**src/rtl/apb_master_if.sv**
```systemverilog
// Bundles the command/response handshake and the APB bus of apb_master.
// The master modport is the view of apb_master itself; the slave modport is
// the view of whatever sits on the other side.
interface apb_master_if #(
    parameter int ADDR_W = 32,
    parameter int DATA_W = 32
);
    // Command side
    logic              cmd_valid;
    logic              cmd_ready;
    logic              cmd_write;
    logic [ADDR_W-1:0] cmd_addr;
    logic [DATA_W-1:0] cmd_wdata;

    // Response side
    logic              rsp_valid;
    logic [DATA_W-1:0] rsp_rdata;
    logic              rsp_err;

    // APB bus
    logic              PSEL;
    logic              PENABLE;
    logic              PWRITE;
    logic [ADDR_W-1:0] PADDR;
    logic [DATA_W-1:0] PWDATA;
    logic [DATA_W-1:0] PRDATA;
    logic              PREADY;
    logic              PSLVERR;

    modport master (
        input  cmd_valid, cmd_write, cmd_addr, cmd_wdata,
        input  PRDATA, PREADY, PSLVERR,
        output cmd_ready, rsp_valid, rsp_rdata, rsp_err,
        output PSEL, PENABLE, PWRITE, PADDR, PWDATA
    );

    modport slave (
        output cmd_valid, cmd_write, cmd_addr, cmd_wdata,
        output PRDATA, PREADY, PSLVERR,
        input  cmd_ready, rsp_valid, rsp_rdata, rsp_err,
        input  PSEL, PENABLE, PWRITE, PADDR, PWDATA
    );
endinterface

```
**src/rtl/apb_master.sv**
```systemverilog
// APB master: accepts one command at a time, runs it as an APB
// SETUP/ACCESS transfer and returns a single-cycle response pulse.
// A transfer whose slave never raises PREADY is aborted after TIMEOUT
// ACCESS cycles and reported as an error.
module apb_master #(
    parameter int ADDR_W  = 32,
    parameter int DATA_W  = 32,
    parameter int TIMEOUT = 16
) (
    input  logic         PCLK,
    input  logic         PRESET,
    apb_master_if.master bus
);

    typedef enum logic [1:0] {
        ST_IDLE   = 2'd0,
        ST_SETUP  = 2'd1,
        ST_ACCESS = 2'd2
    } state_t;

    // Last wait-counter value at which a still-missing PREADY aborts the
    // transfer; counting starts at 0 so this gives TIMEOUT ACCESS cycles.
    localparam logic [7:0] WAIT_LAST = 8'(TIMEOUT - 1);

    state_t            state_r;
    logic [7:0]        wait_cnt_r;
    logic              cmd_ready_r;
    logic              psel_r;
    logic              penable_r;
    logic              pwrite_r;
    logic [ADDR_W-1:0] paddr_r;
    logic [DATA_W-1:0] pwdata_r;
    logic              rsp_valid_r;
    logic [DATA_W-1:0] rsp_rdata_r;
    logic              rsp_err_r;

    // All outputs come straight from registers.
    assign bus.cmd_ready = cmd_ready_r;
    assign bus.PSEL      = psel_r;
    assign bus.PENABLE   = penable_r;
    assign bus.PWRITE    = pwrite_r;
    assign bus.PADDR     = paddr_r;
    assign bus.PWDATA    = pwdata_r;
    assign bus.rsp_valid = rsp_valid_r;
    assign bus.rsp_rdata = rsp_rdata_r;
    assign bus.rsp_err   = rsp_err_r;

    // Transfer state machine with registered APB and response outputs.
    always_ff @(posedge PCLK or posedge PRESET) begin
        if (PRESET) begin
            state_r     <= ST_IDLE;
            wait_cnt_r  <= 8'd0;
            cmd_ready_r <= 1'b0;
            psel_r      <= 1'b0;
            penable_r   <= 1'b0;
            pwrite_r    <= 1'b0;
            paddr_r     <= {ADDR_W{1'b0}};
            pwdata_r    <= {DATA_W{1'b0}};
            rsp_valid_r <= 1'b0;
            rsp_rdata_r <= {DATA_W{1'b0}};
            rsp_err_r   <= 1'b0;
        end else begin
            // The response strobe is a one-cycle pulse unless re-armed below.
            rsp_valid_r <= 1'b0;
            case (state_r)
                ST_IDLE: begin
                    if (bus.cmd_valid && cmd_ready_r) begin
                        // Address/data/direction stay frozen until the next
                        // handshake, so they are stable through SETUP+ACCESS
                        // and still show the last transfer while idle.
                        pwrite_r    <= bus.cmd_write;
                        paddr_r     <= bus.cmd_addr;
                        pwdata_r    <= bus.cmd_wdata;
                        psel_r      <= 1'b1;
                        penable_r   <= 1'b0;
                        cmd_ready_r <= 1'b0;
                        state_r     <= ST_SETUP;
                    end else begin
                        // Ready rises on the first edge after reset release.
                        psel_r      <= 1'b0;
                        penable_r   <= 1'b0;
                        cmd_ready_r <= 1'b1;
                        state_r     <= ST_IDLE;
                    end
                end
                ST_SETUP: begin
                    psel_r     <= 1'b1;
                    penable_r  <= 1'b1;
                    wait_cnt_r <= 8'd0;
                    state_r    <= ST_ACCESS;
                end
                ST_ACCESS: begin
                    if (bus.PREADY) begin
                        // Normal completion; wins over a coincident timeout.
                        rsp_valid_r <= 1'b1;
                        rsp_err_r   <= bus.PSLVERR;
                        rsp_rdata_r <= pwrite_r ? {DATA_W{1'b0}} : bus.PRDATA;
                        psel_r      <= 1'b0;
                        penable_r   <= 1'b0;
                        cmd_ready_r <= 1'b1;
                        state_r     <= ST_IDLE;
                    end else if (wait_cnt_r == WAIT_LAST) begin
                        // Slave never answered: abort with an error response.
                        rsp_valid_r <= 1'b1;
                        rsp_err_r   <= 1'b1;
                        rsp_rdata_r <= {DATA_W{1'b0}};
                        psel_r      <= 1'b0;
                        penable_r   <= 1'b0;
                        cmd_ready_r <= 1'b1;
                        state_r     <= ST_IDLE;
                    end else begin
                        wait_cnt_r <= wait_cnt_r + 8'd1;
                        state_r    <= ST_ACCESS;
                    end
                end
                default: begin
                    psel_r      <= 1'b0;
                    penable_r   <= 1'b0;
                    cmd_ready_r <= 1'b0;
                    state_r     <= ST_IDLE;
                end
            endcase
        end
    end

endmodule

```
**src/flat_wrapper.sv**
```systemverilog
// flat-port wrapper written by rule: the top's interface ports become plain ports
module apb_master_flat 
#(
    parameter int ADDR_W  = 32,
    parameter int DATA_W  = 32,
    parameter int TIMEOUT = 16
)
  (PCLK, PRESET, bus_cmd_valid, bus_cmd_write, bus_cmd_addr, bus_cmd_wdata, bus_PRDATA, bus_PREADY, bus_PSLVERR, bus_cmd_ready, bus_rsp_valid, bus_rsp_rdata, bus_rsp_err, bus_PSEL, bus_PENABLE, bus_PWRITE, bus_PADDR, bus_PWDATA);
  apb_master_if #(.ADDR_W(ADDR_W), .DATA_W(DATA_W)) bus_i ();
  input  logic PCLK;
  input  logic PRESET;
  input wire logic [$bits(bus_i.cmd_valid)-1:0] bus_cmd_valid;
  input wire logic [$bits(bus_i.cmd_write)-1:0] bus_cmd_write;
  input wire logic [$bits(bus_i.cmd_addr)-1:0] bus_cmd_addr;
  input wire logic [$bits(bus_i.cmd_wdata)-1:0] bus_cmd_wdata;
  input wire logic [$bits(bus_i.PRDATA)-1:0] bus_PRDATA;
  input wire logic [$bits(bus_i.PREADY)-1:0] bus_PREADY;
  input wire logic [$bits(bus_i.PSLVERR)-1:0] bus_PSLVERR;
  output wire logic [$bits(bus_i.cmd_ready)-1:0] bus_cmd_ready;
  output wire logic [$bits(bus_i.rsp_valid)-1:0] bus_rsp_valid;
  output wire logic [$bits(bus_i.rsp_rdata)-1:0] bus_rsp_rdata;
  output wire logic [$bits(bus_i.rsp_err)-1:0] bus_rsp_err;
  output wire logic [$bits(bus_i.PSEL)-1:0] bus_PSEL;
  output wire logic [$bits(bus_i.PENABLE)-1:0] bus_PENABLE;
  output wire logic [$bits(bus_i.PWRITE)-1:0] bus_PWRITE;
  output wire logic [$bits(bus_i.PADDR)-1:0] bus_PADDR;
  output wire logic [$bits(bus_i.PWDATA)-1:0] bus_PWDATA;
  assign bus_i.cmd_valid = bus_cmd_valid;
  assign bus_i.cmd_write = bus_cmd_write;
  assign bus_i.cmd_addr = bus_cmd_addr;
  assign bus_i.cmd_wdata = bus_cmd_wdata;
  assign bus_i.PRDATA = bus_PRDATA;
  assign bus_i.PREADY = bus_PREADY;
  assign bus_i.PSLVERR = bus_PSLVERR;
  assign bus_cmd_ready = bus_i.cmd_ready;
  assign bus_rsp_valid = bus_i.rsp_valid;
  assign bus_rsp_rdata = bus_i.rsp_rdata;
  assign bus_rsp_err = bus_i.rsp_err;
  assign bus_PSEL = bus_i.PSEL;
  assign bus_PENABLE = bus_i.PENABLE;
  assign bus_PWRITE = bus_i.PWRITE;
  assign bus_PADDR = bus_i.PADDR;
  assign bus_PWDATA = bus_i.PWDATA;
  apb_master #(.ADDR_W(ADDR_W), .DATA_W(DATA_W), .TIMEOUT(TIMEOUT)) u_core (.PCLK(PCLK), .PRESET(PRESET), .bus(bus_i));
endmodule
```
**config.mk**
```make
export PLATFORM = sky130hd
export DESIGN_NAME = apb_master_flat
export DESIGN_NICKNAME = d
export VERILOG_FILES = /design/src/rtl/apb_master_if.sv /design/src/rtl/apb_master.sv /design/src/flat_wrapper.sv
export SDC_FILE = /design/constraint.sdc
export NUM_CORES = 1
export LEC_CHECK = 0
export CAP_MARGIN = 20
export CORE_MARGIN = 4
export CORE_UTILIZATION = 40
export DETAILED_ROUTE_END_ITERATION = 12
export PLACE_DENSITY = 0.78
export SKIP_CTS_REPAIR_TIMING = 1
export SYNTH_ARGS = -nofsm -noshare
export SYNTH_HDL_FRONTEND = slang
export SYNTH_SLANG_ARGS = --single-unit
```
**constraint.sdc**
```tcl
create_clock -name PCLK -period 7.3 [get_ports PCLK]
set_input_delay 1.46 -clock PCLK [delete_from_list [all_inputs] [get_ports PCLK]]
set_output_delay 1.46 -clock PCLK [all_outputs]
set_load 0.02 [all_outputs]
```
==> out/qor.tcl, run 1 <==
set qor(status) {finished clean}
set qor(relSlewSlack) 0.366
set qor(cp-end-kind) {register}
set qor(syn2layout_area_growth_pct) 53.2
set qor(sw_ratio) 0.368
set qor(routabilityCongestion) 0.846
set qor(max-clock-path-buffers) 2
set qor(first_global_vias) 3391
set qor(finalHoldViolCount) 0
set qor(drive_gt1_frac) 0.192
set qor(floorplan.initialDensity) 0.415
set qor(unique_masters_post_synth) 33
set qor(internal-power_uw) 1810
set qor(synth_nets) 387
set qor(finish.utilization) 0.636
set qor(cts.reportedPaths.clkPinSlew_ns) 0.11
set qor(postSynthRegisterBits) 112
set qor(finalCritPeriodShare) 0.416
set qor(antenna_fix_cells) 0
set qor(netlist_instances) 284
set qor(port_buffers) 203
set qor(htree_levels) 3
set qor(crit_path_max_fanout) 12
set qor(first_pass_grt_wire_length_mm) 17.5
set qor(placementRows) 37
set qor(critical_path_required_ns) 7.56
set qor(power.clock.fraction) 0.127
set qor(wl_per_cell_um) 17.1
set qor(clock_insertion_delay_worst_skew_ns) 0.37
set qor(detailed_place.area_um2) 6460
set qor(yosysSeqAreaShare) 0.646
set qor(critical_path.cell_chain) {clkdlybuf4s50_1 > a2111oi_4 > a21oi_1 > a221o_1}
set qor(die_y_um) 112
set qor(ys_warn_count) 0
set qor(die_w_um) 112
set qor(worst_hold_margin_ns) 0.502
set qor(die_area_um2) 12600
set qor(final_skew_ns) 0.0133
set qor(grt_max_degree) 79
set qor(power_density_nw_per_um2) 431
set qor(p_leak_uw) 0.00280
set qor(worst-path-buf-inv) 1
set qor(ff2ff_setup_slack_ns) 5.00
set qor(vias_per_cell) 4.97
set qor(cts_tree) {built}
set qor(totalWireLength_mm) 10.7
set qor(worst_ir_drop_vdd_mv) 0.223
set qor(dp.final_hpwl_mm) 8.01
set qor(setup_repair_after_global_routing_missed_its_margin) {false}
set qor(crit_family) {compound AO/OA/AOI/OAI gates}
set qor(switching_power_uw) 1050
set qor(ios) 204
set qor(critPathArrivalTime_ns) 3.29
set qor(period_needed_ns) 3.03
set qor(final_nets) 587
set qor(slew_at_the_pin_closest_to_its_max_slew_limit_ns) 0.951
set qor(number_of_design_rule_violations_left_after_detail_routing) 0
set qor(slew_violations) 0
set qor(dr_total_vias) 3104
set qor(grt_util_all_layers) 0.172
set qor(drtPass1Iterations) 4
set qor(startpoint_type) {input port}
set qor(max-cap-violations) 0
set qor(seq_power_share) 0.372
set qor(total_standard_cell_area_after_synthesis_um2) 4340
set qor(power.share.combinational) 0.501
set qor(drt_first_iter_violations) 97
set qor(setup_viols_final) 0
set qor(critPathKind) {in2reg}
set qor(hold_path_class) {reg2reg}
set qor(synth.avg_cell_area_um2) 15.3
set qor(grt_overflow_total) 0
set qor(totalNegativeSetupSlack_ns) 0
set qor(route.antenna.remaining_nets) 0
set qor(max_freq_mhz) 330
set qor(clock_sink_count) 112
set qor(clock_tree.root_cell) {clkbuf_8}
set qor(antenna_found_initial) 0
set qor(placeableCoreArea_um2) 10500
set qor(slowest_delay_ns) 0.70
set qor(slowest_stage_cell_crit_path) {a2111oi_4}
set qor(tritoncts.num_buffers) 9
set qor(final_area_um2) 6650
[through the flow]
step / power [uW] / std cells / setup WS, ns
finish: 2870 / 625 / 4.27
global route: 3030 / 625 / 4.16
CTS: 2910 / 625 / 4.29
detailed placement: 2540 / 609 / 3.89
global placement: 2490 / 608 / 3.80
floorplan: 1820 / 284 / 2.88
[power groups by stage]
stage / sequential, uW / clock, uW / combinational [uW]
floorplan: 1390 / 0 / 426
global route: 1100 / 409 / 1520
detailed placement: 1080 / 0 / 1460
global placement: 1070 / 0 / 1430
CTS: 1070 / 382 / 1460
finish: 1070 / 365 / 1440
[final cells by class]
| class | instances | area [um2] |
|---|---|---|
| Clock buffer | 9 | 124 |
| Clock inverter | 7 | 70.1 |
| Fill cell | 815 | 3810 |
| Inverter | 5 | 21.3 |
| Multi-Input combinational cell | 149 | 1390 |
| Sequential cell | 112 | 2800 |
| Tap cell | 136 | 170 |
| Timing Repair Buffer | 207 | 2070 |
[cells in the final DEF, fill, tap and decap left out]
cell type        count
clkdlybuf4s50_1    203
dfrtp_1            112
mux2_2              65
a22o_1              32
nand2_1             12
clkbuf_8             9
a21oi_1              7
inv_1                4
inv_8                4
o21ai_0              3
mux2i_1              3
buf_4                3
and3_1               2
and4_1               2
nand4_1              2
a221o_1              2
nor4b_1              2
inv_6                2
nor3_4               1
nor4_4               1
a2111oi_4            1
nor2b_1              1
a21o_2               1
nand2_2              1
inv_4                1
nor2_2               1
o22a_1               1
nor2_1               1
o21a_1               1
a2111oi_0            1
o211ai_1             1
xor2_1               1
a22o_2               1
and4_2               1
o22ai_1              1
ha_1                 1
clkinvlp_4           1
buf_8                1
[path summary, 6_finish.rpt]
path                                                  start                                   to  depth (start not counted)
setup / recovery                                 bus_PREADY     u_core.wait_cnt_r[7]$_DFFE_PP0P_                          4
hold / removal               u_core.bus.PENABLE$_DFFE_PP0P_       u_core.bus.PENABLE$_DFFE_PP0P_                          2
setup reg to reg           u_core.wait_cnt_r[0]$_DFFE_PP0P_     u_core.wait_cnt_r[7]$_DFFE_PP0P_                          5
hold reg to reg              u_core.bus.PENABLE$_DFFE_PP0P_       u_core.bus.PENABLE$_DFFE_PP0P_                          2
max in group asynchronous                            PRESET  u_core.bus.rsp_rdata[3]$_DFFE_PP0P_                          3
min in group asynchronous                            PRESET     u_core.bus.PADDR[22]$_DFFE_PP0P_                          2
[metal layers]
layer  track usage  vias to the layer above  wire length (um)
li1              -                     1430                 -
met4        0.0713                        0               252
met3        0.0728                       18              1130
met1         0.199                     1511              4240
met5             0                        -                 0
met2         0.281                      145              5060
[flip-flops by register name (all words and copies together), names as in the netlist]
register and count:
u_core.bus.PADDR 32, u_core.bus.PENABLE 1, u_core.bus.PSEL 1, u_core.bus.PWDATA 32, u_core.bus.PWRITE 1, u_core.bus.cmd_ready 1
u_core.bus.rsp_err 1, u_core.bus.rsp_rdata 32, u_core.bus.rsp_valid 1, u_core.state_r 2, u_core.wait_cnt_r 8
[worst reg2reg max path, stage by stage (launching register included)]
cell	delay [ns]
dfrtp_1	0.44
ha_1	0.26
and3_1	0.28
a2111oi_4	0.64
a21oi_1	0.20
a221o_1	0.39
[cell usage after synthesis (all sizes together)]
library cell	n	area (um2)
and4	3	27.5
a2111oi	2	36.3
o22a	1	8.76
inv	5	18.8
nor3	1	10.0
and3	2	12.5
buf	17	130
a221o	2	20.0
o21a	1	7.51
xor2	1	8.76
a21o	1	8.76
o211ai	1	7.51
a22o	33	290
ha	1	12.5
nand2	13	51.3
dfrtp	112	2800
a21oi	7	35.0
nor2	2	7.51
nor4b	2	17.5
clkbuf	1	3.75
nand4	2	12.5
mux2	65	732
nor4	1	21.3
o22ai	1	6.26
nor2b	1	6.26
o21ai	3	15.0
mux2i	3	30.0
[logic make-up (layout without fill, tap and decap cells)]
kind of cell,Yosys count,in the layout,share of synthesized area
AO/OA/AOI/OAI,52,52,0.100
XOR/XNOR,1,1,0.00202
adder cells (fa/ha/maj),1,1,0.00288
buffers and inverters,23,228,0.0352
flip-flops,112,112,0.646
multiplexers,68,68,0.176
AND/OR/NAND/NOR,27,27,0.0383
No activity file was read; power rests on OpenSTA's default activity.
==> run 2: changes to the inputs <==
--- a/config.mk
+++ b/config.mk
@@ -7,9 +7,9 @@
 export LEC_CHECK = 0
 export CAP_MARGIN = 20
 export CORE_MARGIN = 4
-export CORE_UTILIZATION = 40
+export CORE_UTILIZATION = 37
 export DETAILED_ROUTE_END_ITERATION = 12
-export PLACE_DENSITY = 0.78
+export PLACE_DENSITY = 0.76
 export SKIP_CTS_REPAIR_TIMING = 1
 export SYNTH_ARGS = -nofsm -noshare
 export SYNTH_HDL_FRONTEND = slang
==> constraint.sdc (replaced) <==
create_clock -name PCLK -period 2.7 [get_ports PCLK]
set_input_delay 0.54 -clock PCLK [delete_from_list [all_inputs] [get_ports PCLK]]
set_output_delay 0.54 -clock PCLK [all_outputs]
set_load 0.02 [all_outputs]
==> run 2 against run 1 <==
Die area grew 7.5%. Flip-flop and latch count is the same. Core utilization shrank 4.3 points. Largest cell class unchanged. Critical path type is now reg2reg. Critical path depth grew 2. Via count grew 0.19%. Clock power grew to 3.6 times the previous value. Wire length grew 0.92%. Register-to-register slack lost 4.4 ns.
==> out/qor.tcl, run 2 (same netlist as run 1, synthesis figures left out) <==
set qor(startpoint_type) {register}
set qor(detailed_place.area_um2) 6500
set qor(timing.critical_path.from) {u_core.wait_cnt_r[0]$_DFFE_PP0P_}
set qor(setup_repair_after_global_routing_missed_its_margin) {false}
set qor(floorplan.initialDensity) 0.379
set qor(fin_cells) 634
set qor(finalCritPeriodShare) 0.792
set qor(grt_max_degree) 75
set qor(status) {finished clean}
set qor(slowest_stage_cell_crit_path) {a2111oi_4}
set qor(grt_overflow_total) 0
set qor(r2r_start) {u_core.wait_cnt_r[0]$_DFFE_PP0P_}
set qor(worst_ir_drop_vdd_mv) 0.829
set qor(ios) 204
set qor(final_area_um2) 6800
set qor(clock_insertion_delay_worst_skew_ns) 0.34
set qor(slew_at_the_pin_closest_to_its_max_slew_limit_ns) 0.467
set qor(ff2ff_setup_slack_ns) 0.56
set qor(critPathArrivalTime_ns) 2.40
set qor(antenna_found_initial) 0
set qor(final_skew_ns) 0.00447
set qor(crit_family) {simple AND/OR/NAND/NOR gates}
set qor(drtPass1Iterations) 4
set qor(cp-end-kind) {register}
set qor(setup_viols_final) 0
set qor(wl_per_cell_um) 17.0
set qor(most_common_library_cell_in_the_layout_ignoring_fill_and_taps) {clkdlybuf4s50_1}
set qor(die_w_um) 116
set qor(vias_per_cell) 4.91
set qor(clock_sink_count) 112
set qor(dp_cells) 618
set qor(die_y_um) 116
set qor(p_leak_uw) 0.00286
set qor(slew_violations) 0
set qor(number_of_design_rule_violations_left_after_detail_routing) 0
set qor(drive_gt1_frac) 0.191
set qor(dp.final_hpwl_mm) 7.89
set qor(switching_power_uw) 2800
set qor(die_area_um2) 13500
set qor(cts.reportedPaths.clkPinSlew_ns) 0.07
set qor(totalWireLength_mm) 10.8
set qor(tritoncts.num_buffers) 9
set qor(grt_util_all_layers) 0.158
set qor(cts_tree) {built}
set qor(max-clock-path-buffers) 2
set qor(critical_path.cell_chain) {ha_1 > and3_1 > a2111oi_4 > buf_4 > and4_1 > mux2i_1}
set qor(totalNegativeSetupSlack_ns) 0
set qor(worst-path-buf-inv) 1
set qor(power.clock.fraction) 0.164
set qor(critical_path_required_ns) 2.96
set qor(internal-power_uw) 5320
set qor(max-cap-violations) 0
set qor(htree_levels) 3
set qor(max_freq_mhz) 468
set qor(power.share.combinational) 0.480
set qor(drt_first_iter_violations) 128
set qor(leading_cell_types_in_the_layout_fill_and_taps_excluded) {203 x clkdlybuf4s50_1, 112 x dfrtp_1, 65 x mux2_2, 32 x a22o_1, 12 x nand2_1}
set qor(dr_total_vias) 3110
set qor(hold_sp) {u_core.bus.rsp_rdata[17]$_DFFE_PP0P_}
set qor(placementRows) 39
set qor(post-layout-total-power_uw) 8120
set qor(first_global_vias) 3291
set qor(final_nets) 589
set qor(seq_power_share) 0.356
set qor(period_needed_ns) 2.14
set qor(antenna_fix_cells) 0
set qor(clock_tree.root_cell) {clkbuf_16}
set qor(slowest_delay_ns) 0.48
set qor(first_pass_grt_wire_length_mm) 16.4
set qor(relSlewSlack) 0.689
set qor(crit_path_max_fanout) 7
set qor(routabilityCongestion) 0.784
set qor(finalHoldViolCount) 0
set qor(placeableCoreArea_um2) 11500
set qor(route.antenna.remaining_nets) 0
set qor(power_density_nw_per_um2) 1190
set qor(sw_ratio) 0.344
set qor(syn2layout_area_growth_pct) 56.7
set qor(hold_path_class) {reg2reg}
set qor(critPathKind) {reg2reg}
set qor(port_buffers) 203
[run 2: final timing paths]
kind                                                        endpoint  depth (start not counted)
worst max-delay path                u_core.wait_cnt_r[3]$_DFFE_PP0P_                          6
worst min-delay path            u_core.bus.rsp_rdata[17]$_DFFE_PP0P_                          1
worst max register to register      u_core.wait_cnt_r[3]$_DFFE_PP0P_                          6
worst min register to register  u_core.bus.rsp_rdata[17]$_DFFE_PP0P_                          1
max in group asynchronous           u_core.wait_cnt_r[4]$_DFFE_PP0P_                          3
min in group asynchronous           u_core.bus.PADDR[27]$_DFFE_PP0P_                          3
[run 2: final cells by class]
cell class | instances | area (um2)
Clock buffer | 13 | 260
Fill cell | 894 | 4670
Multi-Input combinational cell | 149 | 1390
Tap cell | 143 | 179
Sequential cell | 112 | 2800
Inverter | 5 | 22.5
Timing Repair Buffer | 209 | 2100
Clock inverter | 3 | 40.0
[run 2: power groups by stage]
stage | combinational [uW] | clock (uW) | sequential, uW
3_3_place_gp | 3890 | 0 | 2880
3_5_place_dp | 3950 | 0 | 2920
2_1_floorplan | 1150 | 0 | 3770
5_1_grt | 4140 | 1460 | 3000
4_1_cts | 3960 | 1390 | 2900
6_report | 3900 | 1330 | 2890
[run 2: routing by layer]
metal,global-route usage,vias to the layer above,share of wire
li1,-,1438,-
met2,0.251,153,0.47
met1,0.192,1506,0.40
met5,0,-,0
met4,0.0704,0,0.018
met3,0.0585,13,0.11
[run 2: through the flow]
step	setup slack (ns)	utilization	hold WS [ns]
after floorplan	0.803	-	0.478
after global placement	0.438	0.567	0.487
after detailed placement	0.397	0.567	0.493
after CTS	0.564	0.593	0.510
after global routing	0.376	0.593	0.522
final	0.561	0.593	0.501
